==> src/rtl/midi_pkg.sv <==
// Shared constants, state types and helpers for the MIDI note decoder.
// Imported by midi_uart_rx and midi_note_decoder.
package midi_pkg;

  localparam logic [3:0] NOTE_OFF = 4'h8;
  localparam logic [3:0] NOTE_ON  = 4'h9;
  localparam logic [7:0] RT_MIN   = 8'hF8;

  typedef enum logic [1:0] {
    U_IDLE,
    U_START,
    U_DATA,
    U_STOP
  } uart_state_e;

  typedef enum logic [1:0] {
    P_WAIT_STATUS,
    P_WAIT_KEY,
    P_WAIT_VEL
  } parser_state_e;

  function automatic logic is_chan_msg(
    input logic [7:0] b,
    input logic [3:0] nib,
    input logic [3:0] ch
  );
    return b == {nib, ch};
  endfunction

endpackage

==> src/rtl/midi_uart_rx.sv <==
// 8N1 UART receiver: synchronizer, mid-bit sampling, start-glitch reject.
// Ports: clk, reset_n, midi_rx in; byte_out, byte_valid, framing_err out.
module midi_uart_rx
  import midi_pkg::*;
#(
  parameter int CLKS_PER_BIT = 1600
) (
  input  logic       clk,
  input  logic       reset_n,
  input  logic       midi_rx,
  output logic [7:0] byte_out,
  output logic       byte_valid,
  output logic       framing_err
);

  localparam int CW =
    (CLKS_PER_BIT > 1) ? $clog2(CLKS_PER_BIT) : 1;
  localparam logic [CW-1:0] HALF =
    CW'(CLKS_PER_BIT / 2 - 1);
  localparam logic [CW-1:0] FULL =
    CW'(CLKS_PER_BIT - 1);

  logic          sync1_q;
  logic          sync2_q;
  logic          prev_q;
  logic          rx_s;
  uart_state_e   state_q, state_d;
  logic [CW-1:0] cnt_q, cnt_d;
  logic [2:0]    idx_q, idx_d;
  logic [7:0]    shift_q, shift_d;
  logic          bv_q, bv_d;
  logic          fe_q, fe_d;
  logic          tick;

  assign rx_s = sync2_q;
  // Counter reaching zero marks the sample point of the current bit.
  assign tick = (cnt_q == '0);

  always_comb begin
    state_d = state_q;
    cnt_d   = cnt_q;
    idx_d   = idx_q;
    shift_d = shift_q;
    bv_d    = 1'b0;
    fe_d    = 1'b0;
    unique case (state_q)
      U_IDLE: begin
        if (prev_q && !rx_s) begin
          state_d = U_START;
          cnt_d   = HALF;
        end
      end
      U_START: begin
        if (!tick) begin
          cnt_d = cnt_q - CW'(1);
        end else if (rx_s) begin
          state_d = U_IDLE;
        end else begin
          state_d = U_DATA;
          cnt_d   = FULL;
          idx_d   = 3'd0;
        end
      end
      U_DATA: begin
        if (!tick) begin
          cnt_d = cnt_q - CW'(1);
        end else begin
          shift_d = {rx_s, shift_q[7:1]};
          cnt_d   = FULL;
          idx_d   = idx_q + 3'd1;
          if (idx_q == 3'd7) begin
            state_d = U_STOP;
          end
        end
      end
      U_STOP: begin
        if (!tick) begin
          cnt_d = cnt_q - CW'(1);
        end else begin
          // Back to IDLE mid stop bit so a
          // back-to-back start edge is seen.
          state_d = U_IDLE;
          bv_d    = rx_s;
          fe_d    = !rx_s;
        end
      end
      default: state_d = U_IDLE;
    endcase
  end

  always_ff @(posedge clk or negedge reset_n) begin
    if (!reset_n) begin
      sync1_q <= 1'b1;
      sync2_q <= 1'b1;
      prev_q  <= 1'b1;
      state_q <= U_IDLE;
      cnt_q   <= '0;
      idx_q   <= 3'd0;
      shift_q <= 8'h00;
      bv_q    <= 1'b0;
      fe_q    <= 1'b0;
    end else begin
      sync1_q <= midi_rx;
      sync2_q <= sync1_q;
      prev_q  <= sync2_q;
      state_q <= state_d;
      cnt_q   <= cnt_d;
      idx_q   <= idx_d;
      shift_q <= shift_d;
      bv_q    <= bv_d;
      fe_q    <= fe_d;
    end
  end

  assign byte_out    = shift_q;
  assign byte_valid  = bv_q;
  assign framing_err = fe_q;

endmodule

==> src/rtl/midi_note_decoder.sv <==
// Monophonic last-note-priority MIDI Note On/Off decoder for one channel.
// Ports: clk, reset_n, midi_rx in; cmd_out, cmd_valid, note_active, framing_err out.
module midi_note_decoder
  import midi_pkg::*;
#(
  parameter int          CLK_HZ  = 50_000_000,
  parameter int          BAUD    = 31250,
  parameter logic [3:0]  CHANNEL = 4'd0
) (
  input  logic        clk,
  input  logic        reset_n,
  input  logic        midi_rx,
  output logic [15:0] cmd_out,
  output logic        cmd_valid,
  output logic        note_active,
  output logic        framing_err
);

  localparam int CLKS_PER_BIT = CLK_HZ / BAUD;

  logic [7:0]    rx_byte;
  logic          rx_valid;
  logic          rx_ferr;

  parser_state_e p_q, p_d;
  logic [7:0]    rs_q, rs_d;
  logic [6:0]    key_q, key_d;
  logic [15:0]   cmd_q, cmd_d;
  logic          act_q, act_d;
  logic          val_q, val_d;

  logic          is_rt;
  logic          is_ours;
  logic          is_stat;
  logic          note_on;
  logic [6:0]    vel;

  midi_uart_rx #(
    .CLKS_PER_BIT(CLKS_PER_BIT)
  ) u_rx (
    .clk        (clk),
    .reset_n    (reset_n),
    .midi_rx    (midi_rx),
    .byte_out   (rx_byte),
    .byte_valid (rx_valid),
    .framing_err(rx_ferr)
  );

  assign is_rt   = (rx_byte >= RT_MIN);
  assign is_stat = rx_byte[7] && !is_rt;
  assign is_ours =
    is_chan_msg(rx_byte, NOTE_ON, CHANNEL) ||
    is_chan_msg(rx_byte, NOTE_OFF, CHANNEL);
  assign note_on = (rs_q == {NOTE_ON, CHANNEL});
  assign vel     = rx_byte[6:0];

  always_comb begin
    p_d   = p_q;
    rs_d  = rs_q;
    key_d = key_q;
    cmd_d = cmd_q;
    act_d = act_q;
    val_d = 1'b0;
    if (rx_ferr) begin
      p_d  = P_WAIT_STATUS;
      rs_d = 8'h00;
    end else if (rx_valid) begin
      unique case (1'b1)
        is_rt: begin
        end
        is_stat && is_ours: begin
          rs_d = rx_byte;
          p_d  = P_WAIT_KEY;
        end
        is_stat && !is_ours: begin
          rs_d = 8'h00;
          p_d  = P_WAIT_STATUS;
        end
        !rx_byte[7]: begin
          unique case (p_q)
            P_WAIT_KEY: begin
              key_d = rx_byte[6:0];
              p_d   = P_WAIT_VEL;
            end
            P_WAIT_VEL: begin
              p_d = P_WAIT_KEY;
              if (note_on && vel != 7'd0) begin
                cmd_d = {1'b0, key_q, 1'b0, vel};
                act_d = 1'b1;
                val_d = 1'b1;
              end else if (act_q &&
                           key_q == cmd_q[14:8]) begin
                cmd_d = 16'h0000;
                act_d = 1'b0;
                val_d = 1'b1;
              end
            end
            default: begin
            end
          endcase
        end
        default: begin
        end
      endcase
    end
  end

  always_ff @(posedge clk or negedge reset_n) begin
    if (!reset_n) begin
      p_q   <= P_WAIT_STATUS;
      rs_q  <= 8'h00;
      key_q <= 7'd0;
      cmd_q <= 16'h0000;
      act_q <= 1'b0;
      val_q <= 1'b0;
    end else begin
      p_q   <= p_d;
      rs_q  <= rs_d;
      key_q <= key_d;
      cmd_q <= cmd_d;
      act_q <= act_d;
      val_q <= val_d;
    end
  end

  assign cmd_out     = cmd_q;
  assign cmd_valid   = val_q;
  assign note_active = act_q;
  assign framing_err = rx_ferr;

endmodule

==> config.mk <==
export PLATFORM = sky130hd
export DESIGN_NAME = midi_note_decoder
export DESIGN_NICKNAME = d
export VERILOG_FILES = /design/src/rtl/midi_pkg.sv /design/src/rtl/midi_uart_rx.sv /design/src/rtl/midi_note_decoder.sv
export SDC_FILE = /design/constraint.sdc
export NUM_CORES = 1
export LEC_CHECK = 0
export BUFFER_PORTS_ARGS = -buffer_cell sky130_fd_sc_hd__buf_2
export CORE_ASPECT_RATIO = 2
export CORE_UTILIZATION = 25
export CTS_BUF_LIST = sky130_fd_sc_hd__clkbuf_8
export CTS_CLUSTER_DIAMETER = 80
export DETAILED_ROUTE_END_ITERATION = 10
export GPL_TIMING_DRIVEN = 0
export PLACE_DENSITY = 0.48
export SYNTH_ARGS = -nofsm -noshare
export SYNTH_HDL_FRONTEND = slang
export SYNTH_SLANG_ARGS = --single-unit
export TNS_END_PERCENT = 10
==> constraint.sdc <==
create_clock -name clk -period 2.6 [get_ports clk]
set_input_delay 0.52 -clock clk [delete_from_list [all_inputs] [get_ports clk]]
set_output_delay 0.52 -clock clk [all_outputs]
set_load 0.005 [all_outputs]
* Yosys cells after proc, flatten, opt, wreduce, memory -nomap -nowiden
Index checks and enable logic that the tools add are counted.
** Word-level totals
- Output and inout bits :: 19
- Memories kept :: 0
- Memory bits (writable) :: 0
- Bits of input ports :: 3
- Register bits after elaboration :: 64
- Bits in read-only memories :: 0
- Word-level logic and storage cells :: 105
- Bits in latches :: 0
** Operators by class
- $add $sub $neg :: 2
- Equal/unequal tests :: 19
- Shift operators :: 0
- Mux-type cells :: 39
- Div/mod/pow operators :: 0
- Bitwise logic cells :: 2
- Magnitude comparators :: 1
- Multipliers :: 0
- Reductions and logical operators :: 27
** Operators with widths (number)
- 2-to-1 mux 11 bit :: 5
- case mux 11 bit (4 select lines) :: 1
- 2-to-1 mux 16 bit :: 2
- == test 8 bit (second input constant) :: 3
- 2-to-1 mux 2 bit :: 9
- 2-to-1 mux 8 bit :: 2
- case mux 8 bit (2 select lines) :: 1
- 2-to-1 mux 1 bit :: 12
- logical NOT 11 bit :: 1
- subtractor 11 x 1 -> 11 bit (second input constant) :: 1
- inequality test 2 x 1 -> 1 bit (second input constant) :: 5
- AND reduction 5 bit :: 2
- 2-to-1 mux 3 bit :: 3
- greater-or-equal comparator 8 bit (second input constant) :: 1
- case mux 2 bit (4 select lines) :: 1
- AND reduction 4 bit :: 2
- == test 7 bit :: 1
- nonzero test 7 bit :: 1
- == test 2 bit (second input constant) :: 3
- logical AND 1 bit :: 6
- case mux 2 bit (3 select lines) :: 1
- case mux 3 bit (2 select lines) :: 1
- AND reduction 3 bit :: 2
- nonzero test 2 bit :: 3
- 14 further kinds :: 21

* Longest topological paths before layout
Gate-level depths: netlist of run 1.
- Word-level depth :: 8
- Depth in mapped cells :: 7

* Modules after synthesis
Synthesis of run 1 repeated with hierarchy kept, for this count alone.
** Second synthesis, totals
- Cells, all modules :: 270
- Area total of the unflattened synthesis :: 3070.4 µm²
** Modules (own cells, without submodules)
- midi_uart_rx :: instances 1, cells each 144, area each 1589.0 µm², seq. area each 729.4 µm²
- midi_note_decoder :: instances 1, cells each 126, area each 1481.4 µm², seq. area each 825.8 µm²

* Worst setup path after synthesis of run 1
OpenSTA, ideal clock, no wires.
- Path type :: flip-flop to flip-flop
- From :: reg u_rx.state_q[0]
- To :: reg u_rx.cnt_q[9]
- Stages on the path, launching flop included :: 7
- Required time :: 2.477 ns
- Period minus slack after synthesis :: 2.063 ns
- Arrival time :: 1.940 ns
- Buffers on the path :: 0
- Path slack :: 0.537 ns
- Path through :: dfrtp_1 > inv_1 > ha_1 > a211o_1 > a41oi_1 > or3b_2 > o221a_1
** Between the ends
- Word-level cells in the longest chain between the ends :: 3
** Ends and longest elaborated chain
- from (decl) :: line midi_uart_rx.sv:27 : uart_state_e state_q, state_d;
- from (signal assigned) :: line midi_uart_rx.sv:106 : state_q <= state_d;
- == test 2 x 1 -> 1 bit (tied with other cells) :: line midi_uart_rx.sv:46 : unique case (state_q)
- inequality test 3 bit (no source line) (tied with other cells)
- AND reduction 3 bit (no source line)
- to (signal assigned) :: line midi_uart_rx.sv:107 : cnt_q <= cnt_d;
- to (decl) :: line midi_uart_rx.sv:28 : logic [CW-1:0] cnt_q, cnt_d;
Several ways; a longest one is shown, not always the timed one.
A chain may end at the register's enable or synchronous reset.

==> metrics.yaml, run 1 <==
finalCritPeriodShare: 0.906
seq_area_frac_synth: 0.510
clk_path_buf_depth: 2
start_util: 0.259
critical_path.cell_chain: "inv_1, ha_1, nor3b_1, a31oi_1, nor4_1, mux2i_1"
finalSetupTns_ps: 0
dieHeight_um: 158
worstRegToRegCells: 6
cp-end-kind: "flop"
synth.most_common_cell: "dfrtp_1"
crit_family: "simple AND/OR/NAND/NOR gates"
leakagePower_nw: 1.62
cts_hold_buf: 0
worstMarginPinSlew_ps: 798
antenna_found_initial: 0
yosys_warnings: 0
die_x_um: 80.1
powerDensity_nw_per_um2: 902
fin_area_um2: 3520
rrSetupSlack_ps: 240
grt_max_degree: 63
min_path_type: "in2async"
slowest_delay_ps: 590
setup_viol: 0
worstPathArrival_ps: 2630
htree_levels: 3
post_dp_cell_area_um2: 3330
rsz0062_at_grt: "no"
synth_edf_count: 0
yosysUniqueCellTypes: 57
instances_no_fill: 456
drcViolationCount: 0
async_flop_share: 1.00
holdWs_ps: 241
crit_path_start: "u_rx.cnt_q[0]"
slew_violations: 0
dr_total_vias: 2256
required_ps: 2880
place_inst: 440
root_buffer: "clkbuf_8"
cts_setup_buffers: 0
io_buffers: 19
cts_tree: "built"
first_pass_iters: 4
critPathMaxFanout: 6
dieArea_um2: 12700
antenna_cells: 0
antenna_left: 0
synth.area.top_cells: "dfrtp_1 (48%), mux2_2 (5.5%), o21ai_0 (4.4%)"
fin_total_pwr_w: 0.00318
synth_common_cells: "dfrtp_1 (59), o21ai_0 (27), mux2_2 (15)"
max_freq_mhz: 424
wl_per_cell_um: 15.5
finalClockSkew_ps: 9.27
clkTransAtPathRegs_ps: 70
netlist_instances: 275
wl_um: 7060
mappedNetlistArea_um2: 3050
drtIter0Drc: 133
cap_violations: 0
grt.overflow.total: 0
grt.total_usage: 0.124
vias_per_cell: 4.95
crit_buf_inv: 1
io_pins: 22
path_class: "reg2reg"
status: "completed"
gp_congestion: 0.794
slew_headroom: 0.468
post_cts_resized: 0
grt_pass1_vias: 2311
synth_top_flop_cell: "dfrtp_1"
synth_top_area_frac: 0.485
cts_sinks: 62
worstReg2RegStart: "u_rx.cnt_q[0]"
clock_latency_ps: 350
hold_violations: 0
core_um2: 11800
synth_top_area_cell: "dfrtp_1"
place_hpwl_um: 5100
syn_to_final_growth_pct: 15.5
ys_seq_elements: 62
ir_drop_v: 0.000528
cts_buffers: 9
syn_area_per_cell_um2: 11.1
cp_slowest_cell: "nor3b_1"
startpoint_type: "flop"
crit_cells: 6
drive_gt1_frac: 0.225
grt_pass1_wl_um: 11600
num_rows: 56
fin_crit_ps: 2360
layout.nets: 317
cell type report:
class | count | area [um^2]
buffer | 12 | 73.8
clock buffer | 9 | 124
clock inverter | 7 | 66.3
fill | 1254 | 8250
inverter | 13 | 48.8
multi-input combinational | 189 | 1370
sequential | 62 | 1560
tap | 145 | 181
timing repair buffer | 19 | 97.6
sequential cells by signal, indices dropped and copies added (netlist names), 2 cells and up, named ones only:
name,count
cmd_out,14
key_q,7
p_q,2
rs_q,8
u_rx.byte_out,8
u_rx.cnt_q,11
u_rx.idx_q,3
cell families after synthesis:
kind of cell	after synthesis	share of synthesized area
buf+inv	25	0.0402
xor+xnor	7	0.0201
flops	62	0.510
simple gates	72	0.147
fa+ha+maj	8	0.0329
compound gates	82	0.182
mux	18	0.0653
other cells	1	0.00123
worst min-delay path by stage:
stage                             from            to  slack (ps)
after floorplan                reset_n     async pin         220
after global placement    u_rx.sync1_q     u_rx.rx_s         350
after detailed placement  u_rx.sync1_q     u_rx.rx_s         350
after CTS                      midi_rx  u_rx.sync1_q         240
after global routing           midi_rx  u_rx.sync1_q         240
final                          reset_n    cmd_out[8]         240
placed cells by master, fill, tap and decap left out, types with 6 or more instances in the layout:
| cell | n |
|---|---|
| a21oi_1 | 11 |
| and2_1 | 6 |
| buf_2 | 21 |
| clkbuf_8 | 10 |
| dfrtp_1 | 59 |
| ha_1 | 8 |
| inv_1 | 14 |
| mux2_2 | 15 |
| nand2_1 | 10 |
| nor2_1 | 12 |
| nor3_1 | 8 |
| o21ai_0 | 27 |
| o2bb2ai_1 | 13 |
| xnor2_1 | 7 |
power breakdown:
group / switching (W) / total, W / internal, W
registers: 0.000123 / 0.00120 / 0.00107
logic: 0.000699 / 0.00115 / 0.000446
clock network: 0.000399 / 0.000834 / 0.000435
total: 0.00122 / 0.00318 / 0.00195
routing by layer:
| layer | wire length, um | global-route usage | vias to the layer above |
|---|---|---|---|
| met5 | 0 | 0 | - |
| met4 | 191 | 0.0629 | 0 |
| met3 | 229 | 0.0386 | 10 |
| met2 | 4010 | 0.228 | 35 |
| met1 | 2630 | 0.122 | 1129 |
| li1 | - | - | 1082 |
stage by stage:
stage                     setup WS [ps]  utilization
after CTS                           279        0.299
final                               244        0.299
after floorplan                     537            -
after detailed placement            278        0.283
after global routing               68.6        0.299
after global placement              307        0.283
Power figures use the tool's default switching activity.
==> run 2: changes to the inputs <==
--- a/config.mk
+++ b/config.mk
@@ -5,7 +5,7 @@
 export SDC_FILE = /design/constraint.sdc
 export NUM_CORES = 1
 export LEC_CHECK = 0
-export BUFFER_PORTS_ARGS = -buffer_cell sky130_fd_sc_hd__buf_2
+export BUFFER_PORTS_ARGS = -buffer_cell sky130_fd_sc_hd__clkbuf_2
 export CORE_ASPECT_RATIO = 2
 export CORE_UTILIZATION = 25
 export CTS_BUF_LIST = sky130_fd_sc_hd__clkbuf_8
==> run 2 against run 1 <==
Die area unchanged. Sequential share of layout area fell by 0.23 points. Global-route usage grew 0.26 points. Total power is 1.5% higher. Largest cell class unchanged. Largest power group unchanged.
==> metrics.yaml, run 2 (synthesis gave the netlist of run 1 again) <==
startpoint_type: "flop"
grt_max_degree: 63
worstReg2RegStart: "u_rx.state_q[0]"
max_freq_mhz: 426
worstRegToRegCells: 6
ir_drop_v: 0.000561
clock_latency_ps: 340
path_class: "reg2reg"
grt.total_usage: 0.127
grt_pass1_vias: 2388
wl_per_cell_um: 15.7
htree_levels: 3
seq_power_share: 0.369
cts_tree: "built"
num_rows: 56
wl_um: 7170
dr_total_vias: 2265
antenna_found_initial: 0
final-seq-area_um2: 1560
finalCritPeriodShare: 0.902
p_comb_frac: 0.358
syn_to_final_growth_pct: 16.1
finalClockSkew_ps: 12.1
sw_frac_of_total: 0.376
final_common_cell: "dfrtp_1"
drcViolationCount: 0
finalSetupTns_ps: 0
antenna_cells: 0
first_pass_iters: 4
clk_path_buf_depth: 2
powerDensity_nw_per_um2: 911
required_ps: 2830
switchingPower_w: 0.00121
min_path_cells: 1
post_cts_resized: 0
rsz0062_at_grt: "no"
layout.nets: 317
status: "completed"
hold_start: "midi_rx"
fin_crit_ps: 2350
final_cell_mix: "dfrtp_1 (59), o21ai_0 (27), clkbuf_2 (18)"
root_buffer: "clkbuf_8"
vias_per_cell: 4.97
cp-end-kind: "flop"
final_core_util: 0.301
hold_violations: 0
worstPathArrival_ps: 2570
dieHeight_um: 158
post_dp_cell_area_um2: 3330
reg2reg_to: "u_rx.cnt_q[9]"
drive_gt1_frac: 0.228
grt.overflow.total: 0
antenna_left: 0
io_buffers: 19
fin_area_um2: 3540
cts_buffers: 9
leakagePower_nw: 1.61
start_util: 0.259
rrSetupSlack_ps: 250
largest_register_ffs: 14
slew_violations: 0
slew_headroom: 0.421
core_um2: 11800
cap_violations: 0
p_int_w: 0.00201
grt_pass1_wl_um: 12100
worstMarginPinSlew_ps: 869
die_x_um: 80.1
power.share.clock: 0.273
setup_viol: 0
cts_sinks: 62
dieArea_um2: 12700
critPathMaxFanout: 7
multi_input_area_um2: 1370
place_hpwl_um: 5270
whs_endpoint: "u_rx.sync1_q"
io_pins: 22
cts_setup_buffers: 0
min_path_type: "in2reg"
cts_hold_buf: 0
gp_congestion: 0.826
drtIter0Drc: 104
clkTransAtPathRegs_ps: 70
fillers: 1240
[run 2: worst max-delay path by stage]
stage / from / end / slack (ps)
finish: u_rx.state_q[0] / u_rx.cnt_q[9] / 250
global placement: u_rx.state_q[0] / u_rx.cnt_q[9] / 230
detailed placement: u_rx.state_q[0] / u_rx.cnt_q[9] / 240
CTS: u_rx.state_q[0] / u_rx.cnt_q[9] / 220
global route: u_rx.state_q[0] / u_rx.cnt_q[9] / 70
floorplan: u_rx.state_q[0] / u_rx.cnt_q[9] / 540
[run 2: through the flow]
step                worst slack (ps)  hold slack, ps  power [W]  cells
floorplan                        537             224    0.00205    276
global placement                 231             348    0.00233    440
detailed placement               244             350    0.00235    440
CTS                              224             243    0.00325    456
global route                    72.9             246    0.00344    456
finish                           254             257    0.00322    456
[run 2: area by class of cell]
cell class	count	share of cell area
buffer	12	0.0209
tap	145	0.0513
clock buffer	11	0.0428
sequential	62	0.440
inverter	13	0.0138
clock inverter	5	0.0163
timing repair buffer	19	0.0276
multi-input combinational	189	0.388
[run 2: power by group through the flow]
stage / Sequential [W] / Combinational (W) / Clock, W
2_1_floorplan: 0.00117 / 0.000880 / 0
3_5_place_dp: 0.00121 / 0.00115 / 0
5_1_grt: 0.00120 / 0.00128 / 0.000955
3_3_place_gp: 0.00120 / 0.00113 / 0
4_1_cts: 0.00119 / 0.00115 / 0.000912
6_report: 0.00119 / 0.00115 / 0.000881
[run 2: critical path: stages (launching register included)]
cell     delay (ps)
dfrtp_1         420
inv_1           100
ha_1            400
a211o_1         300
a41oi_1         410
or3b_2          480
o221a_1         130
[run 2: layer usage]
metal | track usage | up-vias | share of wire
li1 | - | 1081 | -
met1 | 0.128 | 1118 | 0.38
met2 | 0.235 | 48 | 0.56
met3 | 0.0254 | 18 | 0.027
met4 | 0.0740 | 0 | 0.033
met5 | 0 | - | 0
==> run 3: changes to the inputs <==
--- a/config.mk
+++ b/config.mk
@@ -6,7 +6,7 @@
 export NUM_CORES = 1
 export LEC_CHECK = 0
 export BUFFER_PORTS_ARGS = -buffer_cell sky130_fd_sc_hd__clkbuf_2
-export CORE_ASPECT_RATIO = 2
+export CORE_ASPECT_RATIO = 1.25
 export CORE_UTILIZATION = 25
 export CTS_BUF_LIST = sky130_fd_sc_hd__clkbuf_8
 export CTS_CLUSTER_DIAMETER = 80
==> run 3 against run 2 <==
Core utilization is 0.34 points higher. Total power is 0.15% higher. Clock-buffer cell count is 1 lower. Flip-flop and latch count unchanged. Clock power up 4.8%. Sequential power about the same. Sequential share of layout area fell by 0.32 points. Via count is essentially flat. Die area shrank 0.19%. Final cell count is 3.5% higher. Critical path depth unchanged. Maximum frequency fell by 1.5%. Critical path type unchanged. Highest routed layer unchanged.
==> metrics.yaml, run 3 (synthesis gave the netlist of run 1 again) <==
status: "completed"
wl_um: 6450
rsz0062_at_grt: "no"
root_buffer: "clkbuf_8"
first_pass_iters: 4
hold_violations: 0
io_buffers: 19
drcViolationCount: 0
max_freq_mhz: 420
ir_drop_v: 0.000537
whs_endpoint: "u_rx.sync1_q"
hold_start: "midi_rx"
dieArea_um2: 12600
grt_max_degree: 63
seq_power_share: 0.368
worstMarginPinSlew_ps: 865
fin_crit_ps: 2380
final-seq-area_um2: 1560
num_rows: 44
powerDensity_nw_per_um2: 906
cts_setup_buffers: 0
slew_violations: 0
cts_tree: "built"
worstRegToRegCells: 6
clk_path_buf_depth: 2
drive_gt1_frac: 0.222
reg2reg_to: "u_rx.cnt_q[9]"
grt.total_usage: 0.112
htree_levels: 3
wl_per_cell_um: 13.7
grt_pass1_vias: 2279
worstReg2RegStart: "u_rx.state_q[0]"
min_path_type: "in2reg"
sw_frac_of_total: 0.358
p_int_w: 0.00207
antenna_left: 0
switchingPower_w: 0.00116
cts_buffers: 9
p_comb_frac: 0.346
final_cell_mix: "dfrtp_1 (59), o21ai_0 (27), clkbuf_2 (18)"
min_path_cells: 1
post_cts_resized: 0
critPathMaxFanout: 7
antenna_found_initial: 0
dieHeight_um: 125
die_x_um: 101
antenna_cells: 0
grt.overflow.total: 0
final_common_cell: "dfrtp_1"
rrSetupSlack_ps: 220
cp-end-kind: "flop"
required_ps: 2830
vias_per_cell: 4.80
clock_latency_ps: 340
clkTransAtPathRegs_ps: 70
drtIter0Drc: 80
leakagePower_nw: 1.63
fillers: 1235
power.share.clock: 0.286
io_pins: 22
finalSetupTns_ps: 0
layout.nets: 317
worstPathArrival_ps: 2610
final_core_util: 0.304
start_util: 0.260
place_hpwl_um: 4470
cts_sinks: 62
finalCritPeriodShare: 0.916
multi_input_area_um2: 1370
setup_viol: 0
syn_to_final_growth_pct: 17.0
slew_headroom: 0.423
finalClockSkew_ps: 9.21
cts_hold_buf: 0
startpoint_type: "flop"
dr_total_vias: 2266
grt_pass1_wl_um: 11200
largest_register_ffs: 14
gp_congestion: 0.801
path_class: "reg2reg"
cap_violations: 0
core_um2: 11700
==> run 3: worst max-delay path by stage <==
stage	slack [ps]	start	cells past startpoint	to
2_1_floorplan	540	u_rx.state_q[0]	6	u_rx.cnt_q[9]
3_3_place_gp	280	u_rx.state_q[0]	6	u_rx.cnt_q[9]
3_5_place_dp	250	u_rx.state_q[0]	6	u_rx.cnt_q[9]
4_1_cts	250	u_rx.state_q[0]	6	u_rx.cnt_q[9]
5_1_grt	140	u_rx.state_q[0]	6	u_rx.cnt_q[9]
6_report	220	u_rx.state_q[0]	6	u_rx.cnt_q[9]
==> run 3: layer usage <==
metal | share of wire | global-route usage | up-vias
li1 | - | - | 1085
met1 | 0.46 | 0.137 | 1125
met2 | 0.48 | 0.185 | 39
met3 | 0.035 | 0.0307 | 17
met4 | 0.021 | 0.0486 | 0
met5 | 0 | 0 | -
==> run 3: cell type report <==
class / instances / share of cell area
plain buffers: 12 / 0.0207
clock inverters: 6 / 0.0218
inverters: 13 / 0.0137
clock buffers: 10 / 0.0386
multi-input cells: 189 / 0.385
repair buffers: 19 / 0.0274
well taps: 161 / 0.0565
flip-flops and latches: 62 / 0.436
==> run 3: critical path: stages (launching register included) <==
cell and delay [ps]:
dfrtp_1 410, inv_1 90, ha_1 400, a211o_1 300, a41oi_1 440, or3b_2 490, o221a_1 130
==> run 3: power groups by stage <==
stage                     Clock, W  Sequential [W]  Combinational (W)
after global placement           0         0.00120            0.00110
after global routing      0.000997         0.00121            0.00125
after CTS                 0.000956         0.00119            0.00112
after floorplan                  0         0.00117           0.000880
final                     0.000923         0.00119            0.00112
after detailed placement         0         0.00120            0.00111
==> run 3: metrics by stage <==
stage / total power, W / hold WS [ps] / cells / area (um^2) / worst slack, ps
final: 0.00323 / 265 / 472 / 3560 / 218
after global routing: 0.00346 / 236 / 472 / 3560 / 138
after CTS: 0.00326 / 242 / 472 / 3560 / 248
after detailed placement: 0.00231 / 347 / 456 / 3350 / 248
after global placement: 0.00231 / 348 / 456 / 3350 / 279
after floorplan: 0.00205 / 224 / 276 / 3050 / 537
